[src/rtl/sipo_deframer.sv]
// MSB-first serial-to-parallel deframer with a 2-entry output queue.
// Define SIPO_PARITY_CHECK_EN to expect and check an even-parity bit per word.
module sipo_deframer #(
   parameter int WIDTH = 4
) (
   input  logic             clk,
   input  logic             reset,
   input  logic             ser_in,
   input  logic             ser_en,
   input  logic             frame_start,
   output logic [WIDTH-1:0] out_data,
   output logic             out_valid,
   input  logic             out_ready,
   output logic             out_perr,
   output logic [1:0]       level,
   output logic             frame_err,
   output logic             overflow
);

   localparam int CW = $clog2(WIDTH + 1);

`ifdef SIPO_PARITY_CHECK_EN
   typedef enum logic [1:0] {S_IDLE, S_SHIFT, S_PARITY} state_t;
`else
   typedef enum logic [1:0] {S_IDLE, S_SHIFT} state_t;
`endif

   state_t           r_state;
   logic [WIDTH-1:0] r_shift;
   logic [CW-1:0]    r_cnt;
   logic             r_ferr;
   logic [WIDTH-1:0] r_q0, r_q1;
   logic             r_p0, r_p1;
   logic [1:0]       r_level;
   logic             r_ovf;

   logic             w_start;
   logic             w_last;
   logic [WIDTH-1:0] w_word;
   logic             w_push;
   logic [WIDTH-1:0] w_pdata;
   logic             w_pperr;
   logic             w_pop;

   assign w_start = ser_en && frame_start;
   assign w_word  = {r_shift[WIDTH-2:0], ser_in};
   assign w_last  = (r_state == S_SHIFT) && ser_en && !frame_start &&
                    (r_cnt == CW'(WIDTH - 1));

`ifdef SIPO_PARITY_CHECK_EN
   assign w_push  = (r_state == S_PARITY) && ser_en && !frame_start;
   assign w_pdata = r_shift;
   assign w_pperr = ^{r_shift, ser_in};
`else
   assign w_push  = w_last;
   assign w_pdata = w_word;
   assign w_pperr = 1'b0;
`endif

   assign w_pop = (r_level != 2'd0) && out_ready;

   // A start strobe always wins, even over the final bit of a word.
   always_ff @(posedge clk) begin
      if (reset) begin
         r_state <= S_IDLE;
         r_shift <= '0;
         r_cnt   <= '0;
         r_ferr  <= 1'b0;
      end else begin
         r_ferr <= w_start && (r_state != S_IDLE);
         if (w_start) begin
            r_shift <= {{(WIDTH-1){1'b0}}, ser_in};
            r_cnt   <= CW'(1);
            r_state <= S_SHIFT;
         end else if (ser_en) begin
            case (r_state)
               S_SHIFT: begin
                  r_shift <= w_word;
                  r_cnt   <= r_cnt + CW'(1);
                  if (w_last) begin
                     r_cnt <= '0;
`ifdef SIPO_PARITY_CHECK_EN
                     r_state <= S_PARITY;
`else
                     r_state <= S_IDLE;
`endif
                  end
               end
`ifdef SIPO_PARITY_CHECK_EN
               S_PARITY: r_state <= S_IDLE;
`endif
               default: r_state <= S_IDLE;
            endcase
         end
      end
   end

   // Head entry is kept at zero whenever the queue is empty.
   always_ff @(posedge clk) begin
      if (reset) begin
         r_q0    <= '0;
         r_q1    <= '0;
         r_p0    <= 1'b0;
         r_p1    <= 1'b0;
         r_level <= 2'd0;
         r_ovf   <= 1'b0;
      end else begin
         case (r_level)
            2'd0: begin
               if (w_push) begin
                  r_q0    <= w_pdata;
                  r_p0    <= w_pperr;
                  r_level <= 2'd1;
               end
            end
            2'd1: begin
               if (w_push && w_pop) begin
                  r_q0 <= w_pdata;
                  r_p0 <= w_pperr;
               end else if (w_push) begin
                  r_q1    <= w_pdata;
                  r_p1    <= w_pperr;
                  r_level <= 2'd2;
               end else if (w_pop) begin
                  r_q0    <= '0;
                  r_p0    <= 1'b0;
                  r_level <= 2'd0;
               end
            end
            2'd2: begin
               if (w_pop) begin
                  r_q0 <= r_q1;
                  r_p0 <= r_p1;
                  if (w_push) begin
                     r_q1 <= w_pdata;
                     r_p1 <= w_pperr;
                  end else begin
                     r_q1    <= '0;
                     r_p1    <= 1'b0;
                     r_level <= 2'd1;
                  end
               end else if (w_push) begin
                  r_ovf <= 1'b1;
               end
            end
            default: r_level <= 2'd0;
         endcase
      end
   end

   assign out_data  = r_q0;
   assign out_perr  = r_p0;
   assign out_valid = (r_level != 2'd0);
   assign level     = r_level;
   assign frame_err = r_ferr;
   assign overflow  = r_ovf;

endmodule

[config.mk]
export PLATFORM = sky130hd
export DESIGN_NAME = sipo_deframer
export DESIGN_NICKNAME = d
export VERILOG_FILES = /design/src/rtl/sipo_deframer.sv
export SDC_FILE = /design/constraint.sdc
export NUM_CORES = 1
export LEC_CHECK = 0
export ABC_AREA = 1
export ABC_CLOCK_PERIOD_IN_PS = 2000
export CAP_MARGIN = 30
export CORE_MARGIN = 2
export CORE_UTILIZATION = 51
export DETAILED_ROUTE_END_ITERATION = 10
export PLACE_DENSITY_LB_ADDON = 0.1
export SLEW_MARGIN = 15
export SYNTH_ARGS = -nofsm -noshare
export SYNTH_HDL_FRONTEND = slang
export SYNTH_SLANG_ARGS = --single-unit
[constraint.sdc]
create_clock -name clk -period 2 [get_ports clk]
set_clock_uncertainty 0.15 [all_clocks]
set_input_delay 0.3 -clock clk [delete_from_list [all_inputs] [get_ports clk]]
set_output_delay 0.3 -clock clk [all_outputs]
set_load 0.05 [all_outputs]
==> key figures <==
Final layout
  • Nets: approximately 160
  • Synthesis-to-finish area growth: 21.6%
  • Reg area: between 300 and 400 sq um
  • Fill count: about 170
  • N_diodes: 0
  • Ratio of cells with drive above 1 in the final layout: just under 20%
  • Multi-input logic area: approximately 530 sq um
  • Util after Layout: between 60% and 70%
  • Design area: 0.00122 sq mm

Setup path
  • Worst-path fanout max: 5
  • Worst setup SP type: flip-flop
  • Crit-path slowest cell: clkdlybuf4s50_1
  • WS Path Type: flip-flop to output pin
  • Critical-path cell list: clkdlybuf4s50_1
  • Crit. End Element: output pin
  • Buf/Inv on CP: 1
  • Crit path largest cell delay: 0.81 ns
  • WP data required: ~1.6 ns
  • Crit path max-delay family: buffers and inverters
  • Worst EP arrival: approximately 1.5 ns

Synth
  • Seq cells post-synth: 19
  • Post-Syn Instances: roughly 130
  • Distinct cells, synth: 24
  • Synth Net Count: around 140
  • Synth top area cells: dfxtp_1 (38%), nand2_1 (9.4%), a21oi_1 (7.0%)
  • Top cell type's share of synthesized area: a little under two fifths
  • Mapped Avg Cell Area: ~7.5 sq um
  • Post-synth EDFFs: 0
  • Synth area leader: dfxtp_1
  • Synth top cells by count: nand2_1 (25), dfxtp_1 (19), inv_1 (17)
  • Ys flop type: dfxtp_1
  • Count leader, synth: nand2_1
  • Register area share after synthesis: 37.9%
  • Mapped Area: between 0.001 and 0.0015 sq mm
  • FFs w/ async S/R, synth: 0%
  • Synth warn: 0

Timing
  • Final setup fails: 0
  • Measured slew at the worst slew-check pin: 0.503 ns
  • Maximum clock frequency: just over 500 MHz
  • Worst rel slew slack: between 60% and 70%
  • Final Hold Fails: 0
  • Hold Slack: around 0.33 ns
  • Final setup TNS: 0 ns
  • Fin crit share: between 90% and 100%
  • Max-slew violation count: 0
  • RSZ-0062 raised after global routing: false
  • Final Critical Period: 1.93 ns

Place
  • HPWL Detailed: ~1600 microns
  • PortBufs: 14
  • GPL Wtd Cong: 0.854
  • Area after DPL: 0.00119 sq mm

Pwr
  • PwrDens: between 500 and 600 mW/mm^2
  • Max IR drop VDD: roughly 0.45 mV
  • Power after layout: about 660 uW
  • Total leakage power: around 0.53 nW

Floorplan
  • Die Y-Extent: around 48 microns
  • Starting density of the core: between 50% and 60%
  • Placeable core area: approximately 0.0019 sq mm
  • Die area: 0.00234 sq mm
  • DIE WIDTH: around 48 microns
  • Rows: 16
  • I/O Pins: 16

Clock network
  • H-tree Lvls: 1
  • Worst-path clk slew: between 0.1 and 0.15 ns
  • TritonCTS clock tree: done
  • Cts repair resizes: 0
  • Clk_lat worst skew: approximately 0.29 ns
  • Clock Tree Buf Depth: 2
  • Clock sink count: 19
  • Post-CTS Setup Inserts: 0
  • Root Buffer: clkbuf_4
  • Total CTS buffers: 3
  • Post-CTS Hold Buffers: 0

Hold path
  • Hold Path Class: flip-flop to flip-flop

GRT
  • Largest net degree at the start of global routing: 12
  • Grt ovf: 0
  • Initial antenna violation count: 0
  • First-pass GRT wire length: 3650 microns
  • Vias in the first global route: around 850
  • GRT Util Overall: between 10% and 20%

Routing
  • Final wirelength: ~2000 microns
  • Final routed wire length divided by cell count: approximately 11 microns
  • Post-route ant nets: 0
  • Vias per cell: between 4 and 5
  • Initial DRC count: 25
  • DR DRC count: 0
  • DR pass1 iterations: 6
  • Vias: slightly below 900

Outcome
  • Status: complete, no violations

Job
  • Max_cap viols: 0
path summary, 6_finish.rpt:
check	from	endpoint	slack, ns	cells past startpoint
min reg2reg	r_shift[2]	out_data[3]	0.33	2
max reg2reg	level[0]	r_q1[0]	0.21	10
min	r_shift[2]	out_data[3]	0.33	2
max	level[1]	level[1]	0.07	1
through the flow:
stage,setup WS (ns),std cells
after floorplan,0.0457,133
after global placement,0.0995,174
after detailed placement,0.0487,174
after CTS,0.0559,178
after global routing,0.0166,178
final,0.0662,178
worst reg2reg max path, stage by stage (launching register included):
cell and delay [ns]:
dfxtp_4 0.38, inv_1 0.08, ha_2 0.25, clkinvlp_4 0.15, nand2_2 0.12, inv_2 0.05, nor2_2 0.11, nor2_2 0.06
buf_4 0.14, a21oi_1 0.15, nor3_1 0.06
placed cells by master, fill, tap and decap left out, types with 2 or more instances in the layout:
cell type / Yosys / layout
a21oi_1: 14 / 14
nand2_4: 3 / 3
a211oi_1: 2 / 2
clkbuf_4: 0 / 3
dfxtp_1: 19 / 17
nor2_2: 2 / 2
inv_2: 2 / 2
nand3_1: 4 / 4
o21ai_0: 4 / 4
inv_1: 17 / 16
o21ai_1: 2 / 2
nand2_2: 5 / 5
buf_4: 1 / 2
nand2_1: 25 / 25
a21oi_2: 5 / 5
nor2_1: 15 / 15
clkdlybuf4s50_1: 0 / 13
ha_1: 5 / 4
kinds of logic (layout without fill, tap and decap cells):
kind of cell | after synthesis | in the layout | share of synthesized area (%)
compound gates | 30 | 30 | 19.3
buf+inv | 21 | 39 | 9.23
simple gates | 57 | 57 | 26.9
fa+ha+maj | 5 | 5 | 6.23
flops | 19 | 19 | 37.9
other cells | 1 | 1 | 0.374
report_power, final:
group | switching (mW) | total (mW) | leakage (nW) | internal, mW
Clock | 0.119 | 0.193 | 0.0177 | 0.0742
Combinational | 0.0451 | 0.0737 | 0.353 | 0.0286
Sequential | 0.00697 | 0.393 | 0.155 | 0.386
state kept, by name (all words and copies together) (netlist names):
| name | count |
|---|---|
| frame_err | 1 |
| r_state | 1 |
| r_shift | 3 |
| level | 2 |
| out_data | 4 |
| r_cnt | 3 |
| r_q1 | 4 |
| overflow | 1 |
routing by layer:
metal  vias up  part of all wire [%]  global-route usage, %
li1        459                     -                      -
met1       396                    50                   25.8
met2        22                    47                   32.2
met3         0                   3.6                   4.01
met4         0                     0                   1.43
met5         -                     0                      0
cell type report:
type	instances	share of cell area, %
well taps	27	2.77
inverters	19	6.15
repair buffers	16	13.5
multi-input cells	93	43.7
clock inverters	1	0.410
clock buffers	3	1.85
flip-flops and latches	19	31.6
(Power assumes the default switching activity.)
